===== config.mk =====
export PLATFORM = sky130hd
export DESIGN_NAME = mat_mult_sequencer
export DESIGN_NICKNAME = d
export VERILOG_FILES = /design/src/rtl/mat_mult_pkg.sv /design/src/rtl/mat_mult_idx_counter.sv /design/src/rtl/mat_mult_sequencer.sv
export SDC_FILE = /design/constraint.sdc
export NUM_CORES = 1
export LEC_CHECK = 0
export CORE_MARGIN = 2
export CORE_UTILIZATION = 45
export CTS_BUF_LIST = sky130_fd_sc_hd__clkbuf_2 sky130_fd_sc_hd__clkbuf_4 sky130_fd_sc_hd__clkbuf_8
export DETAILED_ROUTE_END_ITERATION = 16
export GPL_ROUTABILITY_DRIVEN = 0
export PLACE_DENSITY_LB_ADDON = 0.05
export SYNTH_ARGS = -nofsm -noshare
export SYNTH_HDL_FRONTEND = slang
export SYNTH_SLANG_ARGS = --single-unit

===== constraint.sdc =====
create_clock -name clk -period 2.1 [get_ports clk]
set_input_delay 0.42 -clock clk [delete_from_list [all_inputs] [get_ports clk]]
set_output_delay 0.42 -clock clk [all_outputs]
set_load 0.03 [all_outputs]

===== src/rtl/mat_mult_pkg.sv =====
// Shared types and helpers for the matrix-multiply sequencer.
// Provides the state enum and clog2m1(), which returns the clog2 of a value but never less than 1.
package mat_mult_pkg;

  typedef enum logic [2:0] {
    IDLE,
    CLR,
    LOAD,
    MAC,
    WR,
    DONE
  } state_t;

  function automatic int clog2m1(input int v);
    return (v > 1) ? $clog2(v) : 1;
  endfunction

  function automatic int max3(input int a, input int b, input int c);
    int m;
    m = (a > b) ? a : b;
    return (m > c) ? m : c;
  endfunction

endpackage


===== src/rtl/mat_mult_idx_counter.sv =====
// Nested i/j/k element counter for the MAC walk.
// Ports: clk, reset (async, active-high), clr (sync), inc_k, inc_ij; outputs i/j/k and their last flags.
module mat_mult_idx_counter
  import mat_mult_pkg::*;
#(
  parameter int M = 3,
  parameter int K = 4,
  parameter int N = 3,
  localparam int IW = clog2m1(M),
  localparam int JW = clog2m1(N),
  localparam int KW = clog2m1(K)
) (
  input  logic          clk,
  input  logic          reset,
  input  logic          clr,
  input  logic          inc_k,
  input  logic          inc_ij,
  output logic [IW-1:0] i,
  output logic [JW-1:0] j,
  output logic [KW-1:0] k,
  output logic          i_last,
  output logic          j_last,
  output logic          k_last
);

  assign i_last = (i == IW'(M - 1));
  assign j_last = (j == JW'(N - 1));
  assign k_last = (k == KW'(K - 1));

  // k wraps without carrying: the WR cycle advances (i,j) on its own,
  // so out_idx still sees the element that was just accumulated.
  always_ff @(posedge clk or posedge reset) begin
    if (reset) begin
      i <= '0;
      j <= '0;
      k <= '0;
    end else if (clr) begin
      i <= '0;
      j <= '0;
      k <= '0;
    end else begin
      if (inc_k)
        k <= k_last ? '0 : k + 1'b1;
      if (inc_ij) begin
        if (j_last) begin
          j <= '0;
          i <= i_last ? '0 : i + 1'b1;
        end else begin
          j <= j + 1'b1;
        end
      end
    end
  end

endmodule


===== src/rtl/mat_mult_sequencer.sv =====
// Control sequencer for C[MxN] = A[MxK] * B[KxN]: clear, operand load, K MAC cycles plus write-back per element.
// Ports: clk, reset (async, high), start, abort, [stall when MATMUL_SEQ_STALL_EN]; strobes, index buses, busy, done.
module mat_mult_sequencer
  import mat_mult_pkg::*;
#(
  parameter int M = 3,
  parameter int K = 4,
  parameter int N = 3,
  localparam int LOAD_WORDS = M * K + K * N,
  localparam int LD_W = clog2m1(LOAD_WORDS),
  localparam int OUT_W = clog2m1(max3(M * N, M * K, K * N)),
  localparam int KW = clog2m1(K)
) (
  input  logic             clk,
  input  logic             reset,
  input  logic             start,
  input  logic             abort,
`ifdef MATMUL_SEQ_STALL_EN
  input  logic             stall,
`endif
  output logic             res_clr,
  output logic             ld_en,
  output logic [LD_W-1:0]  ld_sel,
  output logic             mac_en,
  output logic             mac_clr,
  output logic [OUT_W-1:0] a_sel,
  output logic [OUT_W-1:0] b_sel,
  output logic             out_wr,
  output logic [OUT_W-1:0] out_idx,
  output logic             busy,
  output logic             done
);

  localparam int IW = clog2m1(M);
  localparam int JW = clog2m1(N);

  state_t          state;
  logic [LD_W-1:0] ld_cnt;
  logic [IW-1:0]   i;
  logic [JW-1:0]   j;
  logic [KW-1:0]   k;
  logic            i_last;
  logic            j_last;
  logic            k_last;
  logic            stl;

`ifdef MATMUL_SEQ_STALL_EN
  assign stl = stall & (state == LOAD || state == MAC || state == WR);
`else
  assign stl = 1'b0;
`endif

  mat_mult_idx_counter #(
    .M(M),
    .K(K),
    .N(N)
  ) u_idx (
    .clk   (clk),
    .reset (reset),
    .clr   (abort || state == IDLE),
    .inc_k (state == MAC && !stl),
    .inc_ij(state == WR && !stl),
    .i     (i),
    .j     (j),
    .k     (k),
    .i_last(i_last),
    .j_last(j_last),
    .k_last(k_last)
  );

  always_ff @(posedge clk or posedge reset) begin
    if (reset) begin
      state  <= IDLE;
      ld_cnt <= '0;
    end else if (abort) begin
      state  <= IDLE;
      ld_cnt <= '0;
    end else begin
      unique case (state)
        IDLE: if (start) state <= CLR;
        CLR: begin
          state  <= LOAD;
          ld_cnt <= '0;
        end
        LOAD: if (!stl) begin
          if (ld_cnt == LD_W'(LOAD_WORDS - 1)) begin
            state  <= MAC;
            ld_cnt <= '0;
          end else begin
            ld_cnt <= ld_cnt + 1'b1;
          end
        end
        MAC: if (!stl && k_last) state <= WR;
        WR: if (!stl) state <= (i_last && j_last) ? DONE : MAC;
        DONE: state <= IDLE;
        default: state <= IDLE;
      endcase
    end
  end

  always_comb begin
    res_clr = 1'b0;
    ld_en   = 1'b0;
    ld_sel  = '0;
    mac_en  = 1'b0;
    mac_clr = 1'b0;
    a_sel   = '0;
    b_sel   = '0;
    out_wr  = 1'b0;
    out_idx = '0;
    done    = 1'b0;
    busy    = (state != IDLE);
    unique case (state)
      CLR: res_clr = 1'b1;
      LOAD: begin
        ld_en  = !stl;
        ld_sel = ld_cnt;
      end
      MAC: begin
        mac_en  = !stl;
        mac_clr = !stl && (k == '0);
        a_sel   = OUT_W'(i) * OUT_W'(K) + OUT_W'(k);
        b_sel   = OUT_W'(k) * OUT_W'(N) + OUT_W'(j);
      end
      WR: begin
        out_wr  = !stl;
        out_idx = OUT_W'(i) * OUT_W'(N) + OUT_W'(j);
      end
      DONE: done = 1'b1;
      default: ;
    endcase
  end

endmodule


Yosys cells after proc, flatten, opt, wreduce, memory -nomap -nowiden --
Index checks and enable logic that the tools add are counted.
Storage, ports and cells: memories 0, logic and storage cells 66, latch bits 0, flip-flop bits (word level) 14, bits in read-only memories 0, memory bits (writable) 0, output and inout bits 24
Cells by class: add/sub/neg operators 7, equality and inequality tests 12, divide/modulo/power cells 0, multipliers 2, multiplexer cells 29, magnitude comparators 0, shift-type cells 0, reduce and logical (&&, ||, !) cells 11, bitwise logic cells 0
Operators with widths (count):
- two-way mux 2 bit | 10
- two-way mux 3 bit | 5
- two-way mux 5 bit | 3
- case mux 3 bit (5 select lines) | 1
- adder 4 x 2 -> 4 bit | 3
- two-way mux 4 bit | 3
- case mux 5 bit (2 select lines) | 1
- inequality test 3 bit, second input constant | 3
- multiplier 2 x 2 -> 4 bit, second input constant | 2
- adder 2 x 1 -> 2 bit, second input constant | 3
- equality test 2 bit, second input constant | 3
- equality test 3 x 2 -> 1 bit, second input constant | 2
- equality test 3 bit, second input constant | 2
- two-way mux 1 bit | 6
- nonzero test 2 bit | 3
- nonzero test 3 bit | 2
- adder 5 x 1 -> 5 bit, second input constant | 1
- equality test 5 bit, second input constant | 1
- equality test 3 x 1 -> 1 bit, second input constant | 1
- logical NOT 3 bit | 1
- AND reduction 3 bit | 1
- logical NOT 2 bit | 1
- AND reduction 2 bit | 1
- logical AND 1 bit | 1
- logical OR 1 bit | 1

Depth between registers and ports, before layout --
depth in word-level cells 5, mapped depth 5, mapped depth without buffers 5

Cells and area by module --
From an unflattened synthesis, not the netlist that was laid out.
Second synthesis, totals: cell total of the unflattened synthesis 120, area, all modules 1188.6 um^2
By module, submodules not included:
- mat_mult_sequencer | times used 1, cells each 92, sequential area each 200.2 um^2, area an instance 872.1 um^2
- mat_mult_idx_counter | times used 1, cells each 28, sequential area each 150.1 um^2, area an instance 316.6 um^2

Least setup slack after synthesis --
No wires, ideal clock.
path type register to output, start point register u_idx.i[0], end point output port out_idx[2], stages on the path, launching flop included 5, slack -0.190 ns, arrival time 1.870 ns, required time 1.680 ns, cell sequence dfrtp_1 -> fa_1 -> ha_1 -> fa_1 -> and2_1
Between the ends: cells in the longest elaborated chain, start to end 3
Ends and longest elaborated chain:
- start, declared | line mat_mult_idx_counter.sv:18 | output logic [IW-1:0] i,
- start signal, assigned | line mat_mult_idx_counter.sv:47 | i <= i_last ? '0 : i + 1'b1;
- multiplier 2 x 2 -> 4 bit | line mat_mult_sequencer.sv:127 | out_idx = OUT_W'(i) * OUT_W'(N) + OUT_W'(j);
- adder 4 x 2 -> 4 bit | line mat_mult_sequencer.sv:127
- two-way mux 4 bit | line mat_mult_sequencer.sv:113 | unique case (state)
- end, declared | line mat_mult_sequencer.sv:29 | output logic [OUT_W-1:0] out_idx,
No other way between the ends.

Final worst setup path --
start point register u_idx.j[1], end point output port out_idx[2]
Between the ends: cells in the longest elaborated chain, start to end 2
Ends and longest elaborated chain:
- start, declared | line mat_mult_idx_counter.sv:19 | output logic [JW-1:0] j,
- start signal, assigned | line mat_mult_idx_counter.sv:49 | j <= j + 1'b1;
- adder 4 x 2 -> 4 bit | line mat_mult_sequencer.sv:127
- two-way mux 4 bit | line mat_mult_sequencer.sv:113
No other way between the ends.

==> impl_metrics.py <==
metrics = {
    "layout": {
        "area_growth_syn_to_layout_pct": 40.6,
        "postLayoutCoreUtil_pct": 65.9,
        "antenna_cells": 0,
        "nNetsFinal": 195,
        "drive_above_1_share_pct": 36.9,
        "layout.cells.non_filler": 206,
    },
    "status": {
        "status": "finished with violations",
        "violations": "negative setup slack",
    },
    "global_routing": {
        "grt-ovfl-total": 0,
        "grt_usage_pct": 22.5,
        "grt_max_degree": 15,
        "antenna_found_initial": 0,
        "grt_pass1_vias": 1042,
        "grt_pass1_wl_um": 4670,
    },
    "critical_path": {
        "reg2reg_to": "state[1]",
        "crit_top_cell": "fa_1",
        "r2r-start": "u_idx.k[0]",
        "critPathBufInv": 1,
        "cp.required_ns": 1.68,
        "cp-end-kind": "output pin",
        "cp.depth": 5,
        "ff2ff_path_depth": 5,
        "cp_max_fo": 3,
        "crit_path_start_kind": "flip-flop",
        "critical_path.cell_chain": "fa_1, ha_4, fa_1, and2_4, buf_6",
        "critPathTopFamily": "adder cells",
        "startpoint": "u_idx.j[1]",
        "r2r_slack_ns": 0.53,
        "setup.worst_path.class": "flip-flop to output pin",
        "cpMaxStageDelayCell": "fa_1",
        "cp.arrival_ns": 2.21,
        "cpPeakStageDelay_ns": 0.51,
    },
    "cts": {
        "htreeDepth": 1,
        "root_buffer": "clkbuf_4",
        "clk_pin_slew_ns": 0.09,
        "clock_latency_ns": 0.29,
        "cts_sinks": 14,
        "cts.path.max_buffers": 2,
        "numCtsBuffers": 3,
        "cts_tree": "built",
    },
    "synth": {
        "synthTopCellsByArea": "dfrtp_1 (30%), ha_1 (11%), and2_1 (9.8%)",
        "synthTopCellsByCount": "and2_1 (18), dfrtp_1 (14), o21ai_0 (12)",
        "async_reset_ff_share_pct": 100,
        "synth_top_area_cell": "dfrtp_1",
        "synth_top_area_share_pct": 30.5,
        "yosysSeqAreaShare_pct": 30.5,
        "ys_types": 33,
        "ys.flop_type": "dfrtp_1",
        "synth_seq_cells": 14,
        "synth_most_common_cell": "and2_1",
        "syn_inst": 131,
        "synth_warnings": 0,
        "synth_edf_count": 0,
        "syn_area_um2": 1150,
        "avgSynthCellArea_um2": 8.78,
        "syn-num-nets": 149,
    },
    "power": {
        "leakage_nw": 0.820,
        "p_int_mw": 0.427,
        "switching_power_mw": 0.193,
        "power_mw": 0.620,
        "share_comb_of_total_power_pct": 23.3,
        "seqPwrFrac_pct": 46.3,
        "p_clk_share_pct": 30.4,
        "ir_worst_vdd_mv": 0.333,
        "sw_frac_of_total_pct": 31.1,
        "power.density_nw_per_um2": 383,
    },
    "timing": {
        "fin_skew_ns": 0.00134,
        "fin_ws_ns": -0.531,
        "rsz0062_at_grt": "true",
        "setup_tns_ns": -2.01,
        "setup_violations": 6,
        "final-max-slew-violation-count": 0,
        "worst_pin_slew_ns": 0.579,
        "post-route-period-util_pct": 125,
        "slew_headroom_pct": 61.3,
        "period_minus_slack_ns": 2.63,
        "max_freq_mhz": 380,
        "whs_ns": 0.479,
        "hold_viol_final": 0,
    },
    "floorplan": {
        "core_um2": 2450,
        "die_w_um": 54.6,
        "die-area_um2": 2980,
        "initial_core_util_pct": 46.8,
        "ios": 28,
        "rows": 18,
        "die_height_um": 54.6,
    },
    "run": {
        "max-cap-violations": 0,
    },
    "placed_design": {
        "dp_hpwl_um": 2160,
        "dp.cells": 198,
        "io_buffers": 27,
    },
    "route": {
        "postRouteAntennaNets": 0,
        "wl_um": 3040,
        "routedWlPerCell_um": 14.7,
        "route.detailed.drc": 0,
        "drt-initial-drc-count": 37,
        "via_per_inst": 5.41,
        "num_vias": 1115,
        "dr.pass1.iters": 4,
    },
    "worst_hold_path": {
        "hp-class": "input pin to asynchronous set/reset pin",
    },
}
[power by group through the flow]
stage | Clock (mW) | Sequential (mW) | Combinational [mW]
CTS | 0.188 | 0.293 | 0.126
finish | 0.188 | 0.287 | 0.145
floorplan | 0 | 0.289 | 0.0825
detailed placement | 0 | 0.297 | 0.127
global placement | 0 | 0.296 | 0.125
global route | 0.200 | 0.288 | 0.158
[per-layer routing]
| layer | wire (µm) | track usage (%) |
|---|---|---|
| met1 | 1430 | 29.2 |
| met2 | 1440 | 36.5 |
| met3 | 109 | 2.73 |
| met4 | 51 | 11.7 |
| met5 | 0 | 0 |
[per-stage QoR]
| stage | setup slack (ns) | area (µm²) |
|---|---|---|
| after CTS | -0.558 | 1580 |
| final | -0.531 | 1620 |
| after global routing | -0.569 | 1620 |
| after global placement | -0.467 | 1520 |
| after floorplan | -0.0587 | 1160 |
| after detailed placement | -0.541 | 1520 |
[layout by cell type (no fill, tap or decap), types with 2 or more instances in the layout]
cell,synthesis,layout
fa_1,4,3
clkbuf_4,0,4
and2_4,0,5
o21ai_0,12,12
inv_1,11,10
o211ai_1,3,3
nand2_1,3,3
nand3_1,5,5
dfrtp_1,14,8
buf_4,0,36
ha_1,10,8
nand4b_1,2,2
or3_1,3,3
clkdlybuf4s50_1,0,3
dfrtp_2,0,6
or3b_4,1,2
a31oi_1,2,2
nor2_1,6,6
nor2b_1,4,4
buf_6,0,5
nand4_1,3,3
and3b_1,2,2
and2_1,18,13
a21oi_1,8,8
[repair_timing]
item,CTS,global route
hold endpoints to repair,0,0
endpoints found under the setup margin,14,13
pin swaps,2,1
hold buffers,0,0
gates resized for setup,20,8
setup buffers,0,4
[kinds of logic (layout without fill, tap and decap cells)]
kind of cell             after synthesis  after routing  synth area share [%]
XOR/XNOR                               1              1                 0.762
flip-flops                            14             14                  30.5
AO/OA/AOI/OAI                         28             28                  14.0
adder cells (fa/ha/maj)               14             14                  17.8
AND/OR/NAND/NOR                       56             56                  30.8
buffers and inverters                 18             63                  6.09
[area by class of cell]
class | instances | area [µm²]
Tap cell | 30 | 37.5
Multi-Input combinational cell | 99 | 762
Sequential cell | 14 | 358
Fill cell | 214 | 838
Clock buffer | 4 | 30.0
Inverter | 11 | 41.3
Timing Repair Buffer | 48 | 388
[worst max path at each step]
stage	to	slack (ns)
3_3_place_gp	out_idx[3]	-0.47
5_1_grt	b_sel[2]	-0.57
2_1_floorplan	out_idx[2]	-0.06
4_1_cts	out_idx[3]	-0.56
6_report	out_idx[2]	-0.53
3_5_place_dp	out_idx[3]	-0.54
[registers in the layout, summed over array words and instances (netlist names)]
name,cells
u_idx.k,2
u_idx.j,2
ld_cnt,5
state,3
u_idx.i,2
(Power assumes the default switching activity.)
